[config.mk]
export PLATFORM = sky130hd
export DESIGN_NAME = fetch_unit_flat
export DESIGN_NICKNAME = d
export VERILOG_FILES = /design/src/rtl/fetch_unit_pkg.sv /design/src/rtl/fetch_unit_if.sv /design/src/rtl/fetch_fifo.sv /design/src/rtl/fetch_unit.sv /design/src/flat_wrapper.sv
export SDC_FILE = /design/constraint.sdc
export NUM_CORES = 1
export LEC_CHECK = 0
export ABC_AREA = 1
export CORE_MARGIN = 3
export CORE_UTILIZATION = 50
export DETAILED_ROUTE_END_ITERATION = 7
export PLACE_DENSITY = 0.82
export SYNTH_ARGS = -nofsm -noshare
export SYNTH_HDL_FRONTEND = slang
export SYNTH_SLANG_ARGS = --single-unit
[constraint.sdc]
create_clock -name clk -period 9.4 [get_ports clk]
set_input_delay 1.41 -clock clk [delete_from_list [all_inputs] [get_ports clk]]
set_output_delay 1.41 -clock clk [all_outputs]
set_load 0.02 [all_outputs]
[src/rtl/fetch_unit_pkg.sv]
// Shared types and defaults for the instruction fetch stage.
package fetch_unit_pkg;
  localparam int XLEN = 32;
  localparam int ILEN = 32;
  localparam logic [XLEN-1:0] DEFAULT_RESET_PC = 32'h0000_0000;

  typedef struct packed {
    logic [XLEN-1:0] pc;
    logic [ILEN-1:0] ins;
  } fetch_entry_t;

  function automatic logic [XLEN-1:0] align_pc(input logic [XLEN-1:0] pc);
    return pc & ~XLEN'(3);
  endfunction
endpackage

[src/rtl/fetch_unit_if.sv]
// Fetch stage boundary: imem request/response, instruction handoff to core, redirect.
interface fetch_unit_if;
  import fetch_unit_pkg::*;

  logic            imem_req_valid;
  logic            imem_req_ready;
  logic [XLEN-1:0] imem_req_addr;
  logic            imem_rsp_valid;
  logic [ILEN-1:0] imem_rsp_data;
  logic            ins_valid;
  logic            ins_ready;
  logic [ILEN-1:0] ins;
  logic [XLEN-1:0] ins_pc;
  logic            redirect_valid;
  logic [XLEN-1:0] redirect_pc;

  modport master (
    output imem_req_valid, imem_req_addr, ins_valid, ins, ins_pc,
    input  imem_req_ready, imem_rsp_valid, imem_rsp_data, ins_ready,
           redirect_valid, redirect_pc
  );

  modport slave (
    input  imem_req_valid, imem_req_addr, ins_valid, ins, ins_pc,
    output imem_req_ready, imem_rsp_valid, imem_rsp_data, ins_ready,
           redirect_valid, redirect_pc
  );
endinterface

[src/rtl/fetch_fifo.sv]
// Synchronous {pc,ins} buffer: push visible at head next cycle, flush beats push.
// Pop on empty and push on full (without pop) are ignored.
module fetch_fifo
  import fetch_unit_pkg::*;
#(
  parameter int DEPTH = 2,
  localparam int CW = $clog2(DEPTH) + 1,
  localparam int PW = $clog2(DEPTH)
) (
  input  logic         clk,
  input  logic         rst,
  input  logic         push,
  input  logic         pop,
  input  logic         flush,
  input  fetch_entry_t push_dat,
  output fetch_entry_t head_dat,
  output logic [CW-1:0] count
);
  fetch_entry_t    mem_q [DEPTH];
  logic [PW-1:0]   wr_q, rd_q;
  logic [CW-1:0]   count_q;
  logic            do_push, do_pop;

  assign do_pop  = pop && (count_q != '0);
  assign do_push = push && !flush && ((count_q != CW'(DEPTH)) || do_pop);

  always_ff @(posedge clk) begin
    if (do_push) mem_q[wr_q] <= push_dat;
  end

  always_ff @(posedge clk) begin
    if (rst || flush) begin
      wr_q    <= '0;
      rd_q    <= '0;
      count_q <= '0;
    end else begin
      if (do_push) wr_q <= wr_q + PW'(1);
      if (do_pop)  rd_q <= rd_q + PW'(1);
      case ({do_push, do_pop})
        2'b10:   count_q <= count_q + CW'(1);
        2'b01:   count_q <= count_q - CW'(1);
        default: count_q <= count_q;
      endcase
    end
  end

  assign head_dat = mem_q[rd_q];
  assign count    = count_q;
endmodule

[src/rtl/fetch_unit.sv]
// Fetch PC owner: one outstanding imem request, buffered words to core, min latency fire->ins_valid 2 cycles.
// Issue stalls while a request is outstanding or the buffer could overflow; redirect flushes and discards in-flight data.
module fetch_unit
  import fetch_unit_pkg::*;
#(
  parameter logic [XLEN-1:0] RESET_PC   = DEFAULT_RESET_PC,
  parameter int              FIFO_DEPTH = 2
) (
  input logic        clk,
  input logic        rst,
  fetch_unit_if.master io
);
  localparam int CW = $clog2(FIFO_DEPTH) + 1;

  logic [XLEN-1:0] fetch_pc_q, fetch_pc_d;
  logic            outstanding_q, outstanding_d;
  logic            discard_q, discard_d;

  logic [CW-1:0]   count;
  fetch_entry_t    head_dat, push_dat;
  logic            req_vld, req_fire, rsp_acc, push, pop, ins_vld;

  assign req_vld = !rst && !io.redirect_valid && !outstanding_q &&
                   ((count + CW'(outstanding_q)) < CW'(FIFO_DEPTH));
  assign req_fire = req_vld && io.imem_req_ready;
  assign rsp_acc  = io.imem_rsp_valid && outstanding_q;
  assign push     = rsp_acc && !discard_q && !io.redirect_valid;
  assign ins_vld  = (count != '0);
  assign pop      = ins_vld && io.ins_ready;

  // fetch_pc has advanced exactly once since the kept request issued; any redirect
  // in between would have armed discard, so pc-4 is the request address.
  assign push_dat = '{pc: fetch_pc_q - XLEN'(4), ins: io.imem_rsp_data};

  fetch_fifo #(.DEPTH(FIFO_DEPTH)) u_fifo (
    .clk      (clk),
    .rst      (rst),
    .push     (push),
    .pop      (pop),
    .flush    (io.redirect_valid),
    .push_dat (push_dat),
    .head_dat (head_dat),
    .count    (count)
  );

  always_comb begin
    fetch_pc_d    = fetch_pc_q;
    outstanding_d = outstanding_q;
    discard_d     = discard_q;
    if (rsp_acc) begin
      outstanding_d = 1'b0;
      discard_d     = 1'b0;
    end
    if (req_fire) outstanding_d = 1'b1;
    if (io.redirect_valid && outstanding_q && !io.imem_rsp_valid) discard_d = 1'b1;
    if (io.redirect_valid)  fetch_pc_d = align_pc(io.redirect_pc);
    else if (req_fire)      fetch_pc_d = fetch_pc_q + XLEN'(4);
  end

  always_ff @(posedge clk) begin
    if (rst) begin
      fetch_pc_q    <= RESET_PC;
      outstanding_q <= 1'b0;
      discard_q     <= 1'b0;
    end else begin
      fetch_pc_q    <= fetch_pc_d;
      outstanding_q <= outstanding_d;
      discard_q     <= discard_d;
    end
  end

  assign io.imem_req_valid = req_vld;
  assign io.imem_req_addr  = fetch_pc_q;
  assign io.ins_valid      = ins_vld;
  assign io.ins            = head_dat.ins;
  assign io.ins_pc         = head_dat.pc;
endmodule

[src/flat_wrapper.sv]
// flat-port wrapper written by rule: the top's interface ports become plain ports
module fetch_unit_flat import fetch_unit_pkg::*;
#(
  parameter logic [XLEN-1:0] RESET_PC   = DEFAULT_RESET_PC,
  parameter int              FIFO_DEPTH = 2
)
  (clk, rst, io_imem_req_valid, io_imem_req_addr, io_ins_valid, io_ins, io_ins_pc, io_imem_req_ready, io_imem_rsp_valid, io_imem_rsp_data, io_ins_ready, io_redirect_valid, io_redirect_pc);
  fetch_unit_if io_i ();
  input logic clk;
  input logic rst;
  output wire logic [$bits(io_i.imem_req_valid)-1:0] io_imem_req_valid;
  output wire logic [$bits(io_i.imem_req_addr)-1:0] io_imem_req_addr;
  output wire logic [$bits(io_i.ins_valid)-1:0] io_ins_valid;
  output wire logic [$bits(io_i.ins)-1:0] io_ins;
  output wire logic [$bits(io_i.ins_pc)-1:0] io_ins_pc;
  input wire logic [$bits(io_i.imem_req_ready)-1:0] io_imem_req_ready;
  input wire logic [$bits(io_i.imem_rsp_valid)-1:0] io_imem_rsp_valid;
  input wire logic [$bits(io_i.imem_rsp_data)-1:0] io_imem_rsp_data;
  input wire logic [$bits(io_i.ins_ready)-1:0] io_ins_ready;
  input wire logic [$bits(io_i.redirect_valid)-1:0] io_redirect_valid;
  input wire logic [$bits(io_i.redirect_pc)-1:0] io_redirect_pc;
  assign io_imem_req_valid = io_i.imem_req_valid;
  assign io_imem_req_addr = io_i.imem_req_addr;
  assign io_ins_valid = io_i.ins_valid;
  assign io_ins = io_i.ins;
  assign io_ins_pc = io_i.ins_pc;
  assign io_i.imem_req_ready = io_imem_req_ready;
  assign io_i.imem_rsp_valid = io_imem_rsp_valid;
  assign io_i.imem_rsp_data = io_imem_rsp_data;
  assign io_i.ins_ready = io_ins_ready;
  assign io_i.redirect_valid = io_redirect_valid;
  assign io_i.redirect_pc = io_redirect_pc;
  fetch_unit #(.RESET_PC(RESET_PC), .FIFO_DEPTH(FIFO_DEPTH)) u_core (.clk(clk), .rst(rst), .io(io_i));
endmodule
==> metrics.md <==
| Metric | Value |
|---|---|
| Die Wd | between 100 and 150 um |
| GR Overflow Total | 0 |
| Antenna violations before repair | 0 |
| Area Growth Syn to Fin | 30.4% |
| Pre-antenna DRT Iters | 5 |
| Design area | around 10000 um2 |
| Cell count after synthesis | between 700 and 800 |
| Synth area leaders | edfxtp_1 49%, dfxtp_1 9.7%, mux2_2 9.3% |
| Yosys Warn Count | 0 |
| Slew Limit Fails | 0 |
| Final GP Congestion | between 0.9 and 1 |
| Netlist cell types | 39 |
| Fillers | approximately 1100 |
| Placed inst area | approximately 9400 um2 |
| Worst r2r dst | u_core.u_fifo.mem_q[1][6] |
| Setup Buffers After CTS | 0 |
| Required @ worst endpoint | 7.99 ns |
| DPL Wire Length | ~12000 um |
| Most common library cells after synthesis | 132 x nand2_1, 124 x edfxtp_1, 72 x inv_1 |
| WS Path Type | in2out |
| Worst min path class | reg2reg |
| Number of synthesized flops with an enable pin | between 100 and 150 |
| Layout cells sized above 1 | between 10 and 15% |
| RSZ-0062 raised after global routing | false |
| Worst Tran Pin Value | ~0.85 ns |
| Setup_tns | 0 ns |
| IO Pins | between 150 and 200 |
| Die ar. | around 17000 um2 |
| Min cycle time layout | 4.53 ns |
| Initial drt markers | 441 |
| Final Cycle Share | 48.2% |
| # placed instances | between 1000 and 1500 |
| Seq/Total Area, Yosys | between 50% and 60% |
| Leakage | 3.61 nW |
| Finished Layout Cells | between 1000 and 1500 |
| Worst relative slew slack | 43.6% |
| Synth Cell Area | between 7000 and 8000 um2 |
| Worst-Skew Late Latency | about 0.42 ns |
| Hold path start | u_core.u_fifo.rd_q |
| CTS Sinks | between 150 and 200 |
| Worst Setup End Kind | output port |
| ANT nets after route | 0 |
| Clock slew at reported path FFs | approximately 0.060 ns |
| Main synth FF type | edfxtp_1 |
| Fmax | about 220 MHz |
| Number of CTS-inserted buffers | 17 |
| Syn Area/Cell | ~11 um2 |
| CORE AREA | between 10000 and 15000 um2 |
| Total Wirelength | roughly 17000 um |
| Initial core utilization | roughly half |
| Post-detailed-route wirelength per cell | ~16 um |
| Largest area contributor in the netlist | edfxtp_1 |
| WHS | 0.478 ns |
| Rows | 44 |
| Outcome | finished, final reports clean |
| Cell area power density | 167 nW/um2 |
| Register bit count reported by yosys | about 160 |
| Worst hold endpoint | u_core.u_fifo.rd_q |
| Quantity of hold-fixing buffers added after cts | 0 |
| Worst r2r src | u_core.outstanding_q |
| Fraction of registers with async set/reset | 0% |
| Antenna cell count | 0 |
| Startpoint types | input pin |
| Most common cell in the synthesized netlist | nand2_1 |
| First-pass GRT wire length | 27200 um |
| Max Root-Sink Buffers | 2 |
| CTS tree | yes |
| Total power | between 1.5 and 2 mW |
| Root Driver | clkbuf_16 |
| H-tree depth | 4 |
| Clock skew | between 0.008 and 0.009 ns |
| # port buffers | roughly 160 |
| Flop-to-flop setup slack | between 7 and 8 ns |
| DR vias/cell | 5.23 |
| Worst Reg-to-Reg Cells | 7 |
| Vias in the first global route | roughly 5600 |
| Largest net degree at the start of global routing | 63 |
| Worst vdd ir | 0.135 mV |
| PostCTS Resize Cnt | 0 |
| Nets | 956 |
| Hold Path Depth | 1 |
| Fin. Hold Viols | 0 |
| Via Count | between 5000 and 6000 |
| # setup viols final | 0 |
| Max Cap Violations | 0 |
| Die height | roughly 130 um |
| DRC | 0 |
| Total GRT Usage | 20.9% |
| Arr. time, crit path | ~3.1 ns |
| Critical Path Fanout Max | 33 |
| Top-area cell type share of the netlist area | roughly half |
==> flip-flops by register name, summed over array words and instances (netlist names), named ones only <==
name	count
u_core.u_fifo.wr_q	1
u_core.u_fifo.rd_q	1
u_core.discard_q	1
u_core.outstanding_q	1
u_core.io.imem_req_addr	30
u_core.u_fifo.mem_q	124
u_core.u_fifo.count	2
==> metrics by stage <==
| stage | util, % | setup slack [ns] |
|---|---|---|
| 3_5_place_dp | 63.5 | 4.86 |
| 4_1_cts | 67.6 | 4.87 |
| 6_report | 67.6 | 4.87 |
| 2_1_floorplan | - | 4.13 |
| 5_1_grt | 67.6 | 4.76 |
| 3_3_place_gp | 63.5 | 4.86 |
==> layout make-up <==
class | count | area (um2) | share of cell area [%]
clock buffers | 18 | 429 | 4.30
clock inverters | 13 | 169 | 1.69
inverters | 76 | 285 | 2.86
multi-input cells | 462 | 2740 | 27.5
flip-flops and latches | 161 | 4470 | 44.8
well taps | 184 | 230 | 2.31
repair buffers | 166 | 1650 | 16.5
==> logic make-up after synthesis <==
family                     synth area share [%]
DFF                                        58.4
and+or+nand+nor                            16.7
muxes                                      9.28
other                                    0.0491
adders and majority gates                 0.327
buffers and inverters                      6.06
AOI/OAI and AO/OA                          5.27
xor gates and xnor gates                   3.90
==> cell usage in the layout (no fill, tap or decap), types with 4 or more instances in the layout <==
cell / synthesis / routed
a21oi_1: 31 / 31
a31oi_1: 9 / 9
buf_4: 8 / 5
bufinv_16: 0 / 4
clkbuf_16: 0 / 17
clkdlybuf4s50_1: 0 / 161
clkinv_1: 1 / 4
conb_1: 1 / 4
dfxtp_1: 37 / 36
edfxtp_1: 124 / 124
inv_1: 72 / 72
mux2_2: 63 / 63
nand2_1: 132 / 132
nand2_2: 5 / 5
nand3_1: 36 / 36
nand4_1: 7 / 7
nor2_1: 68 / 66
nor2_2: 6 / 6
nor2_4: 7 / 9
nor3_1: 12 / 12
o21ai_0: 30 / 30
xor2_1: 33 / 33
==> how the worst max path moves through the flow <==
stage / from / cells past startpoint / end
5_1_grt: io_redirect_valid / 6 / io_imem_req_valid
3_3_place_gp: io_redirect_valid / 6 / io_imem_req_valid
2_1_floorplan: io_redirect_valid / 7 / u_core.u_fifo.mem_q[1][0]
3_5_place_dp: io_redirect_valid / 6 / io_imem_req_valid
6_report: io_redirect_valid / 6 / io_imem_req_valid
4_1_cts: io_redirect_valid / 6 / io_imem_req_valid
==> worst max-delay path, cell delays in order <==
cell and delay (ns):
clkdlybuf4s50_1 0.39, buf_4 0.25, nor2_4 0.21, inv_1 0.08, nor3_1 0.13, clkdlybuf4s50_1 0.63
==> power breakdown <==
part	leakage (nW)	total, mW	internal, mW	switching [mW]
clock network	0.280	0.698	0.438	0.261
registers	1.43	0.804	0.785	0.0196
logic	1.90	0.166	0.0743	0.0919
==> routing by layer <==
| layer | vias up | wire length (um) | global-route usage, % |
|---|---|---|---|
| met5 | - | 0 | 0 |
| met4 | 0 | 384 | 8.99 |
| met3 | 33 | 1140 | 4.62 |
| met2 | 216 | 8380 | 34.3 |
| met1 | 2630 | 7470 | 26.7 |
| li1 | 2771 | - | - |
Power figures use the tool's default switching activity.
